--- src/rtl/mem_burst_pkg.sv ---
// mem_burst_pkg: shared FSM state type and sizing helpers for the burst reader
package mem_burst_pkg;
   typedef enum logic [1:0] {IDLE, REQ, DRAIN, DONE} state_t;
   function automatic int bytes_per_word(int data_width);
      return data_width / 8;
   endfunction
   function automatic int credit_width(int fifo_depth);
      return $clog2(fifo_depth) + 1;
   endfunction
endpackage

--- src/rtl/burst_rd_fifo.sv ---
// burst_rd_fifo: registered FIFO holding read returns until the stream consumer takes them
module burst_rd_fifo #(
   parameter int DEPTH = 4,
   parameter int WIDTH = 32
) (
   input  logic                     clk,
   input  logic                     rst,
   input  logic                     push,
   input  logic                     pop,
   input  logic [WIDTH-1:0]         din,
   output logic [WIDTH-1:0]         dout,
   output logic                     empty,
   output logic                     full,
   output logic [$clog2(DEPTH):0]   count
);
   localparam int AW = $clog2(DEPTH);
   logic [WIDTH-1:0] mem [DEPTH];
   logic [AW-1:0] wr_ptr, rd_ptr;
   logic do_push, do_pop;
   assign empty = count == '0;
   assign full = count == (AW+1)'(DEPTH);
   assign do_pop = pop & ~empty;
   assign do_push = push & (~full | do_pop);
   assign dout = mem[rd_ptr];
   always_ff @(posedge clk or posedge rst)
      if (rst) begin
         wr_ptr <= '0;
         rd_ptr <= '0;
         count <= '0;
      end else begin
         wr_ptr <= wr_ptr + AW'(do_push);
         rd_ptr <= rd_ptr + AW'(do_pop);
         count <= count + (AW+1)'(do_push) - (AW+1)'(do_pop);
      end
   always_ff @(posedge clk)
      if (do_push) mem[wr_ptr] <= din;
endmodule

--- src/rtl/mem_burst_reader.sv ---
// mem_burst_reader: read-DMA issuing sequential word reads on a req/gnt/rvalid port into a valid/ready stream
module mem_burst_reader
   import mem_burst_pkg::*;
#(
   parameter int ADDR_WIDTH = 32,
   parameter int DATA_WIDTH = 32,
   parameter int LEN_WIDTH  = 16,
   parameter int FIFO_DEPTH = 4
) (
   input  logic                    clk,
   input  logic                    rst,
   input  logic                    cmd_valid_i,
   output logic                    cmd_ready_o,
   input  logic [ADDR_WIDTH-1:0]   cmd_addr_i,
   input  logic [LEN_WIDTH-1:0]    cmd_len_i,
   output logic                    busy_o,
   output logic                    done_o,
   output logic                    mem_req_o,
   input  logic                    mem_gnt_i,
   input  logic                    mem_rvalid_i,
   output logic [ADDR_WIDTH-1:0]   mem_addr_o,
   output logic                    mem_we_o,
   output logic [DATA_WIDTH/8-1:0] mem_be_o,
   input  logic [DATA_WIDTH-1:0]   mem_rdata_i,
   output logic                    out_valid_o,
   input  logic                    out_ready_i,
   output logic [DATA_WIDTH-1:0]   out_data_o,
   output logic                    out_last_o
);
   localparam int BYTES_PER_WORD = bytes_per_word(DATA_WIDTH);
   localparam int CW = credit_width(FIFO_DEPTH);
   state_t state, state_d;
   logic [ADDR_WIDTH-1:0] addr_q;
   logic [LEN_WIDTH-1:0] req_left, ret_left;
   logic [CW-1:0] outstanding, fifo_count;
   logic accept, grant, push, pop, empty, full, credit;
   // Outstanding reads plus buffered words never exceed the FIFO, so rvalid always has a slot.
   assign credit = ~full && ({1'b0, outstanding} + {1'b0, fifo_count}) < (CW+1)'(FIFO_DEPTH);
   assign accept = cmd_valid_i & cmd_ready_o;
   assign grant = mem_req_o & mem_gnt_i;
   assign push = mem_rvalid_i && outstanding != '0;
   assign pop = out_valid_o & out_ready_i;
   assign out_valid_o = ~empty;
   assign out_last_o = out_valid_o && ret_left == LEN_WIDTH'(1);
   assign mem_addr_o = addr_q;
   assign mem_we_o = 1'b0;
   assign mem_be_o = '1;
   always_comb begin
      state_d = state;
      cmd_ready_o = state == IDLE;
      busy_o = state != IDLE;
      done_o = state == DONE;
      mem_req_o = state == REQ && credit;
      unique case (state)
         IDLE:    if (cmd_valid_i) state_d = cmd_len_i == '0 ? DONE : REQ;
         REQ:     if (grant && req_left == LEN_WIDTH'(1)) state_d = DRAIN;
         DRAIN:   if (ret_left == '0) state_d = DONE;
         default: state_d = IDLE;
      endcase
   end
   always_ff @(posedge clk or posedge rst)
      if (rst) begin
         state <= IDLE;
         addr_q <= '0;
         req_left <= '0;
         ret_left <= '0;
         outstanding <= '0;
      end else begin
         state <= state_d;
         outstanding <= outstanding + CW'(grant) - CW'(push);
         if (accept) begin
            addr_q <= cmd_addr_i & ~ADDR_WIDTH'(BYTES_PER_WORD - 1);
            req_left <= cmd_len_i;
            ret_left <= cmd_len_i;
         end else begin
            if (grant) addr_q <= addr_q + ADDR_WIDTH'(BYTES_PER_WORD);
            if (grant) req_left <= req_left - LEN_WIDTH'(1);
            if (pop) ret_left <= ret_left - LEN_WIDTH'(1);
         end
      end
   burst_rd_fifo #(.DEPTH(FIFO_DEPTH), .WIDTH(DATA_WIDTH)) u_fifo (
      .clk   (clk),
      .rst   (rst),
      .push  (push),
      .pop   (pop),
      .din   (mem_rdata_i),
      .dout  (out_data_o),
      .empty (empty),
      .full  (full),
      .count (fifo_count)
   );
endmodule

--- config.mk ---
export PLATFORM = sky130hd
export DESIGN_NAME = mem_burst_reader
export DESIGN_NICKNAME = d
export VERILOG_FILES = /design/src/rtl/mem_burst_pkg.sv /design/src/rtl/burst_rd_fifo.sv /design/src/rtl/mem_burst_reader.sv
export SDC_FILE = /design/constraint.sdc
export NUM_CORES = 1
export LEC_CHECK = 0
export BUFFER_PORTS_ARGS = -buffer_cell sky130_fd_sc_hd__buf_2
export CAP_MARGIN = 10
export CORE_UTILIZATION = 40
export CTS_CLUSTER_DIAMETER = 80
export DETAILED_ROUTE_END_ITERATION = 6
export GPL_TIMING_DRIVEN = 0
export PLACE_DENSITY = 0.72
export REMOVE_ABC_BUFFERS = 1
export SLEW_MARGIN = 20
export SYNTH_ARGS = -nofsm -noshare
export SYNTH_HDL_FRONTEND = slang
export SYNTH_SLANG_ARGS = --single-unit
--- constraint.sdc ---
create_clock -name clk -period 4.6 [get_ports clk]
set_input_delay 0.46 -clock clk [delete_from_list [all_inputs] [get_ports clk]]
set_output_delay 0.46 -clock clk [all_outputs]
set_load 0.05 [all_outputs]
==> results of run 1 <==
-- worst max-delay path by stage --
stage / startpoint / endpoint / slack, ns / cells past startpoint
after global placement: mem_rvalid_i / u_fifo.mem[0][19]$_DFFE_PP_ / -0.93 / 4
after floorplan: mem_rvalid_i / u_fifo.mem[0][0]$_DFFE_PP_ / 0.89 / 3
after global routing: outstanding[2]$_DFF_PP0_ / outstanding[2]$_DFF_PP0_ / 0.89 / 10
after detailed placement: outstanding[2]$_DFF_PP0_ / outstanding[2]$_DFF_PP0_ / 1.10 / 10
after CTS: outstanding[2]$_DFF_PP0_ / outstanding[2]$_DFF_PP0_ / 1.08 / 10
final: outstanding[2]$_DFF_PP0_ / outstanding[2]$_DFF_PP0_ / 1.08 / 10
-- cells in the mapped netlist, drive strengths merged (3+ instances only) --
master,count
or3,3
and4,4
nor4,18
nor3b,4
mux4,32
xnor2,39
and2,3
nand4,12
nor2,42
o21ai,22
a31oi,7
nor3,19
o31ai,4
xor2,16
a21oi,33
nand3,18
nand2,42
inv,23
and3,6
or4,6
buf,13
clkbuf,22
nor4b,5
dfrtp,74
ha,18
edfxtp,128
-- tightest hold or removal path, stage by stage --
cell and delay [ns]:
buf_2 0.07, nand2_1 0.03, o21ai_0 0.05
-- power breakdown --
group	total (mW)	switching [mW]	internal (mW)
combinational	3.26	2.16	1.10
sequential	3.04	0.526	2.52
clock	1.78	0.674	1.10
-- layer usage --
layer | vias to the layer above | global-route usage [%] | share of wire, %
li1 | 2720 | - | -
met1 | 2789 | 21.97 | 43
met2 | 194 | 27.53 | 47
met3 | 45 | 3.772 | 7.6
met4 | 0 | 5.350 | 2.4
met5 | - | 0 | 0
-- state kept, by name (all words and copies together), names as in the netlist --
signal         cells
mem_addr_o        30
outstanding        3
req_left          16
ret_left          16
state              2
u_fifo.count       3
u_fifo.mem       128
u_fifo.rd_ptr      2
u_fifo.wr_ptr      2
-- through the flow --
stage,power (mW),setup TNS (ns),util [%],std cells
after floorplan,5.436,0,-,613
after global placement,6.195,-29.83,45.20,1044
after detailed placement,6.362,0,46.27,1055
after CTS,8.169,0,49.71,1096
after global routing,8.557,0,49.71,1096
final,8.082,0,49.71,1096
-- logic make-up after synthesis --
logic type / after synthesis / synth area share [%]
compound gates: 79 / 5.210
fa+ha+maj: 20 / 2.969
other cells: 2 / 0.08405
xor+xnor: 55 / 5.391
simple gates: 193 / 11.48
flops: 202 / 63.74
buf+inv: 58 / 2.815
mux: 34 / 8.304
-- area by class of cell --
| cell class | instances | area, sq um | area share (%) |
|---|---|---|---|
| Sequential cell | 202 | 5700 | 52.39 |
| Multi-Input combinational cell | 388 | 3025 | 27.80 |
| Timing Repair Buffer | 163 | 973.4 | 8.946 |
| Clock buffer | 30 | 611.8 | 5.623 |
| Tap cell | 280 | 350.3 | 3.219 |
| Clock inverter | 10 | 131.4 | 1.207 |
| Inverter | 23 | 88.84 | 0.8164 |
-- timing repair --
item / 4_1_cts / 5_1_grt
hold buffers: 1 / 0
hold endpoints to repair: 18 / 0
setup endpoints to repair: 0 / 0
==> report_table.html, run 1 <==
<table>
<tr><th>Metric</th><th>Value</th></tr>
<tr><th colspan="2">Synth</th></tr>
<tr><td>Async SR Flop Fraction</td><td>36.63%</td></tr>
<tr><td>Area share of the leading cell type in the synthesized netlist</td><td>43.02%</td></tr>
<tr><td>Count of warnings emitted by yosys</td><td>0</td></tr>
<tr><td>Netlist cell types</td><td>56</td></tr>
<tr><td>Synth area leaders</td><td>edfxtp_1 43%, dfrtp_1 21%, mux4_2 8.1%</td></tr>
<tr><td>Gate count after technology mapping</td><td>643</td></tr>
<tr><td>Total standard cell area after synthesis</td><td>8935 sq um</td></tr>
<tr><td>Number of storage elements in the synthesis netlist</td><td>202</td></tr>
<tr><td>EDFF count, synth</td><td>128</td></tr>
<tr><td>Sequential-to-total area share from yosys stat</td><td>63.74%</td></tr>
<tr><td>Mapped Avg Cell Area</td><td>13.90 sq um</td></tr>
<tr><td>Dominant cell type by area after synthesis</td><td>edfxtp_1</td></tr>
<tr><td>Most frequently used flop master after synthesis</td><td>edfxtp_1</td></tr>
<tr><th colspan="2">Worst setup path</th></tr>
<tr><td>Cell mode on critical path</td><td>ha_1</td></tr>
<tr><td>Worst-path fanout max</td><td>32</td></tr>
<tr><td>Depth of the most critical reg-to-reg path</td><td>10</td></tr>
<tr><td>Kind of end point of the critical path</td><td>flip-flop</td></tr>
<tr><td>Arrival time at the worst endpoint</td><td>3.93 ns</td></tr>
<tr><td>Startpoint of the most critical register-to-register path</td><td>outstanding[2]$_DFF_PP0_</td></tr>
<tr><td>Cell-by-cell listing of the critical path</td><td>ha_1, nor4b_2, and4_1, inv_2, ha_1, inv_1, ha_1, fa_1, xnor2_1, xnor2_1</td></tr>
<tr><td>Register-to-register path setup slack</td><td>1.08 ns</td></tr>
<tr><td>Endpoint of the worst-slack reg-to-reg timing path</td><td>outstanding[2]$_DFF_PP0_</td></tr>
<tr><td>Worst path required time</td><td>5.01 ns</td></tr>
<tr><td>Category of the most critical setup path</td><td>flip-flop to flip-flop</td></tr>
<tr><td>CP delay by family, top</td><td>adder cells</td></tr>
<tr><td>Max incr delay on CP</td><td>0.65 ns</td></tr>
<tr><td>Worst Path Buf+Inv</td><td>2</td></tr>
<tr><td>Critical Path Source Type</td><td>flip-flop</td></tr>
<tr><td>Slowest CP cell</td><td>and4_1</td></tr>
<tr><th colspan="2">Layout</th></tr>
<tr><td>Relative area change from synthesis to final layout</td><td>21.79%</td></tr>
<tr><td>Final layout net count</td><td>906</td></tr>
<tr><td>Antenna diode count</td><td>0</td></tr>
<tr><td>Share of post-route cells with drive strength above 1</td><td>30.15%</td></tr>
<tr><td>Leading cell type in the layout, fill and taps excluded</td><td>buf_2</td></tr>
<tr><td>Most used cells in the layout excluding fill and tap cells</td><td>151 x buf_2, 128 x edfxtp_1, 72 x dfrtp_1</td></tr>
<tr><td>Post-route cell area</td><td>10,880 sq um</td></tr>
<tr><td>Fill cell count</td><td>1,867</td></tr>
<tr><th colspan="2">CTS</th></tr>
<tr><td>Number of levels the H-tree was split into</td><td>1</td></tr>
<tr><td>Post-CTS sizing</td><td>0</td></tr>
<tr><td>Insertion delay to the later sink of the worst-skew pair</td><td>0.49 ns</td></tr>
<tr><td>Clock root buffer</td><td>clkbuf_16</td></tr>
<tr><td>Number of buffers inserted during clock tree synthesis</td><td>22</td></tr>
<tr><td>Buffers inserted during post-CTS setup optimization</td><td>0</td></tr>
<tr><td>Longest Clk Path Bufs</td><td>3</td></tr>
<tr><td>TritonCTS clock tree</td><td>yes</td></tr>
<tr><td>Total number of clock tree sinks</td><td>202</td></tr>
<tr><td>Clock-pin slew on the worst setup and hold paths</td><td>0.06 ns</td></tr>
<tr><th colspan="2">Power</th></tr>
<tr><td>Power density over the cells</td><td>742.7 nW/um^2</td></tr>
<tr><td>Largest voltage drop on the vdd net</td><td>0.5204 mV</td></tr>
<tr><td>Leak Pwr</td><td>4.062 nW</td></tr>
<tr><th colspan="2">Timing</th></tr>
<tr><td>Final setup slack of the worst path</td><td>1.082 ns</td></tr>
<tr><td>Slew at the pin closest to its max-slew limit</td><td>0.8131 ns</td></tr>
<tr><td>Final max-slew violation count</td><td>0</td></tr>
<tr><td>Worst Skew</td><td>0.01003 ns</td></tr>
<tr><td>Final critical delay including setup and external delays</td><td>3.518 ns</td></tr>
<tr><td>Worst hold slack across all endpoints</td><td>0.1729 ns</td></tr>
<tr><td>Timing-limited maximum frequency</td><td>284.2 MHz</td></tr>
<tr><td>Fraction of the cycle the final worst path needs</td><td>76.49%</td></tr>
<tr><td>Fin. Hold Viols</td><td>0</td></tr>
<tr><td>Rel. slew slack</td><td>45.38%</td></tr>
<tr><td>Final setup vio count</td><td>0</td></tr>
<tr><td>RSZ-0062 raised after global routing</td><td>false</td></tr>
<tr><th colspan="2">Routing</th></tr>
<tr><td>Initial drt markers</td><td>348</td></tr>
<tr><td>Total routed wirelength</td><td>18.64 mm</td></tr>
<tr><td>WL/cell</td><td>17.01 um</td></tr>
<tr><td>Number of detailed-route iterations in the first pass</td><td>5</td></tr>
<tr><td>Routed via count divided by cell count</td><td>5.245</td></tr>
<tr><td>Vias post-DR</td><td>5,748</td></tr>
<tr><td>Post-detailed-route DRC marker count</td><td>0</td></tr>
<tr><td>Final ANT Viol Nets</td><td>0</td></tr>
<tr><th colspan="2">Global routing</th></tr>
<tr><td>Antenna violations before repair</td><td>0</td></tr>
<tr><td>Number of global-route vias before repair</td><td>5,761</td></tr>
<tr><td>Wire length of the first global-routing pass</td><td>29.96 mm</td></tr>
<tr><td>GR Overflow Total</td><td>0</td></tr>
<tr><td>Total routing usage reported by global routing</td><td>16.75%</td></tr>
<tr><td>Maximum number of pins on one net before global-route repair</td><td>57</td></tr>
<tr><th colspan="2">Floorplan</th></tr>
<tr><td>I/O pin total</td><td>161</td></tr>
<tr><td>Initial Util</td><td>40.82%</td></tr>
<tr><td>Overall die area</td><td>22,940 sq um</td></tr>
<tr><td>Die span in y</td><td>151.5 um</td></tr>
<tr><td>Placeable Area</td><td>21,890 sq um</td></tr>
<tr><td>Die width</td><td>151.5 um</td></tr>
<tr><td>Number of rows created at floorplan</td><td>54</td></tr>
<tr><th colspan="2">Place</th></tr>
<tr><td>HPWL after DPL</td><td>13.12 mm</td></tr>
<tr><td>Worst slack after detailed placement</td><td>1.100 ns</td></tr>
<tr><td>Routability congestion estimate</td><td>0.8382</td></tr>
<tr><td>Total of buffers placed on input and output ports</td><td>151</td></tr>
<tr><td>Area of placed instances</td><td>10,130 sq um</td></tr>
<tr><th colspan="2">Outcome</th></tr>
<tr><td>Result of the run</td><td>complete, no violations</td></tr>
<tr><th colspan="2">Min path</th></tr>
<tr><td>Type of the tightest min-delay check</td><td>primary input to flip-flop</td></tr>
<tr><td>Origin of the worst min-delay path</td><td>cmd_addr_i[13]</td></tr>
<tr><td>Hold path endpoint</td><td>mem_addr_o[13]$_DFFE_PP0P_</td></tr>
<tr><td>Worst Hold Depth</td><td>3</td></tr>
<tr><th colspan="2">Job</th></tr>
<tr><td>Maxcap violations</td><td>0</td></tr>
</table>
No activity file was read; power rests on OpenSTA's default activity.
==> run 2: changes to the inputs <==
==> constraint.sdc (replaced) <==
create_clock -name clk -period 3.51 [get_ports clk]
set_input_delay 0.351 -clock clk [delete_from_list [all_inputs] [get_ports clk]]
set_output_delay 0.351 -clock clk [all_outputs]
set_load 0.05 [all_outputs]
==> run 2 against run 1 <==
Net effect:
- critical path depth decreased by 6
- sequential share of layout area hardly changed
- flip-flop and latch count did not move
- die area unchanged
- hold slack got worse by 0.11 ns
- critical path type is now flip-flop to output port
==> report_table.html, run 2 (same netlist as run 1, synthesis figures left out) <==
<table>
<tr><th>Metric</th><th>Value</th></tr>
<tr><th colspan="2">Global routing</th></tr>
<tr><td>Maximum number of pins on one net before global-route repair</td><td>57</td></tr>
<tr><td>GR Overflow Total</td><td>0</td></tr>
<tr><td>Antenna violations before repair</td><td>0</td></tr>
<tr><td>Total routing usage reported by global routing</td><td>16.75%</td></tr>
<tr><td>Number of global-route vias before repair</td><td>5,761</td></tr>
<tr><td>Wire length of the first global-routing pass</td><td>29.96 mm</td></tr>
<tr><th colspan="2">CTS</th></tr>
<tr><td>Longest Clk Path Bufs</td><td>3</td></tr>
<tr><td>Clock root buffer</td><td>clkbuf_16</td></tr>
<tr><td>Buffers inserted during post-CTS setup optimization</td><td>0</td></tr>
<tr><td>Total number of clock tree sinks</td><td>202</td></tr>
<tr><td>Number of buffers inserted during clock tree synthesis</td><td>22</td></tr>
<tr><td>Insertion delay to the later sink of the worst-skew pair</td><td>0.49 ns</td></tr>
<tr><td>Clock-pin slew on the worst setup and hold paths</td><td>0.06 ns</td></tr>
<tr><td>Number of levels the H-tree was split into</td><td>1</td></tr>
<tr><td>TritonCTS clock tree</td><td>yes</td></tr>
<tr><th colspan="2">Floorplan</th></tr>
<tr><td>I/O pin total</td><td>161</td></tr>
<tr><td>Placeable Area</td><td>21,890 sq um</td></tr>
<tr><td>Overall die area</td><td>22,940 sq um</td></tr>
<tr><td>Die width</td><td>151.5 um</td></tr>
<tr><td>Number of rows created at floorplan</td><td>54</td></tr>
<tr><td>Die span in y</td><td>151.5 um</td></tr>
<tr><td>Initial Util</td><td>40.82%</td></tr>
<tr><th colspan="2">Outcome</th></tr>
<tr><td>Result of the run</td><td>complete, no violations</td></tr>
<tr><th colspan="2">Routing</th></tr>
<tr><td>Number of detailed-route iterations in the first pass</td><td>5</td></tr>
<tr><td>WL/cell</td><td>17.01 um</td></tr>
<tr><td>Total routed wirelength</td><td>18.64 mm</td></tr>
<tr><td>Initial drt markers</td><td>348</td></tr>
<tr><td>Vias post-DR</td><td>5,750</td></tr>
<tr><td>Highest metal layer used by the detailed router</td><td>met4</td></tr>
<tr><td>Routed wire length on met2</td><td>8.768 mm</td></tr>
<tr><td>Met1 WL</td><td>7.995 mm</td></tr>
<tr><td>Final ANT Viol Nets</td><td>0</td></tr>
<tr><td>Routed via count divided by cell count</td><td>5.246</td></tr>
<tr><td>Post-detailed-route DRC marker count</td><td>0</td></tr>
<tr><td>Wire length on met3</td><td>1.425 mm</td></tr>
<tr><th colspan="2">Timing</th></tr>
<tr><td>Final max-slew violation count</td><td>0</td></tr>
<tr><td>Final setup vio count</td><td>0</td></tr>
<tr><td>Timing-limited maximum frequency</td><td>301.7 MHz</td></tr>
<tr><td>Worst Skew</td><td>0.009887 ns</td></tr>
<tr><td>Worst hold slack across all endpoints</td><td>0.06394 ns</td></tr>
<tr><td>Final critical delay including setup and external delays</td><td>3.314 ns</td></tr>
<tr><td>Fin. Hold Viols</td><td>0</td></tr>
<tr><td>Fraction of the cycle the final worst path needs</td><td>94.43%</td></tr>
<tr><td>RSZ-0062 raised after global routing</td><td>false</td></tr>
<tr><td>Slew at the pin closest to its max-slew limit</td><td>0.8131 ns</td></tr>
<tr><td>Setup TNS</td><td>0 ns</td></tr>
<tr><td>Rel. slew slack</td><td>45.38%</td></tr>
<tr><th colspan="2">Worst setup path</th></tr>
<tr><td>Arrival time at the worst endpoint</td><td>2.96 ns</td></tr>
<tr><td>Worst-path fanout max</td><td>7</td></tr>
<tr><td>Category of the most critical setup path</td><td>flip-flop to output port</td></tr>
<tr><td>Endpoint of the worst-slack reg-to-reg timing path</td><td>outstanding[2]$_DFF_PP0_</td></tr>
<tr><td>Capture point of the critical path</td><td>out_last_o</td></tr>
<tr><td>Critical path startpoint</td><td>ret_left[4]$_DFFE_PP0P_</td></tr>
<tr><td>Register-to-register path setup slack</td><td>0.26 ns</td></tr>
<tr><td>Startpoint of the most critical register-to-register path</td><td>outstanding[2]$_DFF_PP0_</td></tr>
<tr><td>Kind of end point of the critical path</td><td>output port</td></tr>
<tr><td>Critical Path Source Type</td><td>flip-flop</td></tr>
<tr><td>Worst path required time</td><td>3.16 ns</td></tr>
<tr><td>Depth of the most critical reg-to-reg path</td><td>10</td></tr>
<tr><th colspan="2">Layout</th></tr>
<tr><td>Fill cell count</td><td>1,867</td></tr>
<tr><td>Relative area change from synthesis to final layout</td><td>21.80%</td></tr>
<tr><td>Final layout net count</td><td>906</td></tr>
<tr><td>Antenna diode count</td><td>0</td></tr>
<tr><td>Flip-flop count of the largest register after layout</td><td>128</td></tr>
<tr><td>Leading cell type in the layout, fill and taps excluded</td><td>buf_2</td></tr>
<tr><td>Share of post-route cells with drive strength above 1</td><td>30.27%</td></tr>
<tr><td>Most used cells in the layout excluding fill and tap cells</td><td>151 x buf_2, 128 x edfxtp_1, 72 x dfrtp_1</td></tr>
<tr><td>Reg with most FFs</td><td>u_fifo.mem</td></tr>
<tr><th colspan="2">Power</th></tr>
<tr><td>Leak Pwr</td><td>4.062 nW</td></tr>
<tr><td>Power density over the cells</td><td>973.3 nW/um^2</td></tr>
<tr><td>Largest voltage drop on the vdd net</td><td>0.6819 mV</td></tr>
<tr><th colspan="2">Place</th></tr>
<tr><td>Total of buffers placed on input and output ports</td><td>151</td></tr>
<tr><td>Routability congestion estimate</td><td>0.8382</td></tr>
<tr><td>HPWL after DPL</td><td>13.12 mm</td></tr>
<tr><th colspan="2">Min path</th></tr>
<tr><td>Type of the tightest min-delay check</td><td>primary input to flip-flop</td></tr>
<tr><td>Worst Hold Depth</td><td>3</td></tr>
<tr><th colspan="2">Job</th></tr>
<tr><td>Maxcap violations</td><td>0</td></tr>
</table>
-- run 2: cell counts in the layout (fill, tap and decap cells not counted) --
Identical to the previous run, type by type.
-- run 2: metal layers --
layer  global-route usage [%]  vias to the layer above
met2                    27.53                      194
met4                    5.350                        0
met3                    3.772                       45
met1                    21.97                     2791
li1                         -                     2720
met5                        0                        -
-- run 2: timing repair --
| action | in CTS | in global routing |
|---|---|---|
| resized for setup | 1 | 0 |
| hold endpoints to repair | 18 | 0 |
| hold buffers | 1 | 0 |
| setup endpoints to repair | 1 | 0 |
-- run 2: area by class of cell --
type,instances,area (sq um),share of cell area (%)
flip-flops and latches,202,5700,52.38
clock inverters,10,131.4,1.207
multi-input cells,388,3027,27.81
repair buffers,163,973.4,8.945
well taps,280,350.3,3.219
inverters,23,88.84,0.8163
clock buffers,30,611.8,5.622
-- run 2: worst max-delay path, cell delays in order, from the launching register on --
cell	delay, ns
dfrtp_1	0.40
or4_1	0.57
nor3_1	0.69
nor4bb_1	0.46
buf_2	0.35
-- run 2: worst min path at each step --
stage | startpoint | end | slack [ns]
6_report | cmd_addr_i[13] | mem_addr_o[13]$_DFFE_PP0P_ | 0.06
5_1_grt | mem_rdata_i[15] | u_fifo.mem[1][15]$_DFFE_PP_ | 0.06
4_1_cts | cmd_addr_i[13] | mem_addr_o[13]$_DFFE_PP0P_ | 0.04
3_5_place_dp | rst | mem_addr_o[10]$_DFFE_PP0P_ | 0.34
3_3_place_gp | u_fifo.wr_ptr[1]$_DFF_PP0_ | u_fifo.wr_ptr[1]$_DFF_PP0_ | 0.50
2_1_floorplan | mem_rdata_i[0] | u_fifo.mem[0][0]$_DFFE_PP_ | 0.45
-- run 2: report_power, final --
part	internal (mW)	total, mW	switching, mW
logic	1.44	4.28	2.84
clock network	1.45	2.33	0.883
registers	3.30	3.99	0.689
total	6.18	10.6	4.41
-- run 2: stage by stage --
| step | power (mW) | cells | util (%) | worst slack, ns | area [sq um] |
|---|---|---|---|---|---|
| floorplan | 7.124 | 613 | - | -0.1106 | 8788 |
| global placement | 8.118 | 1044 | 45.20 | -1.915 | 9894 |
| detailed placement | 8.338 | 1055 | 46.27 | 0.01047 | 10130 |
| CTS | 10.71 | 1096 | 49.71 | 0.1561 | 10880 |
| global route | 11.21 | 1096 | 49.71 | 0.02441 | 10880 |
| finish | 10.59 | 1096 | 49.71 | 0.1956 | 10880 |
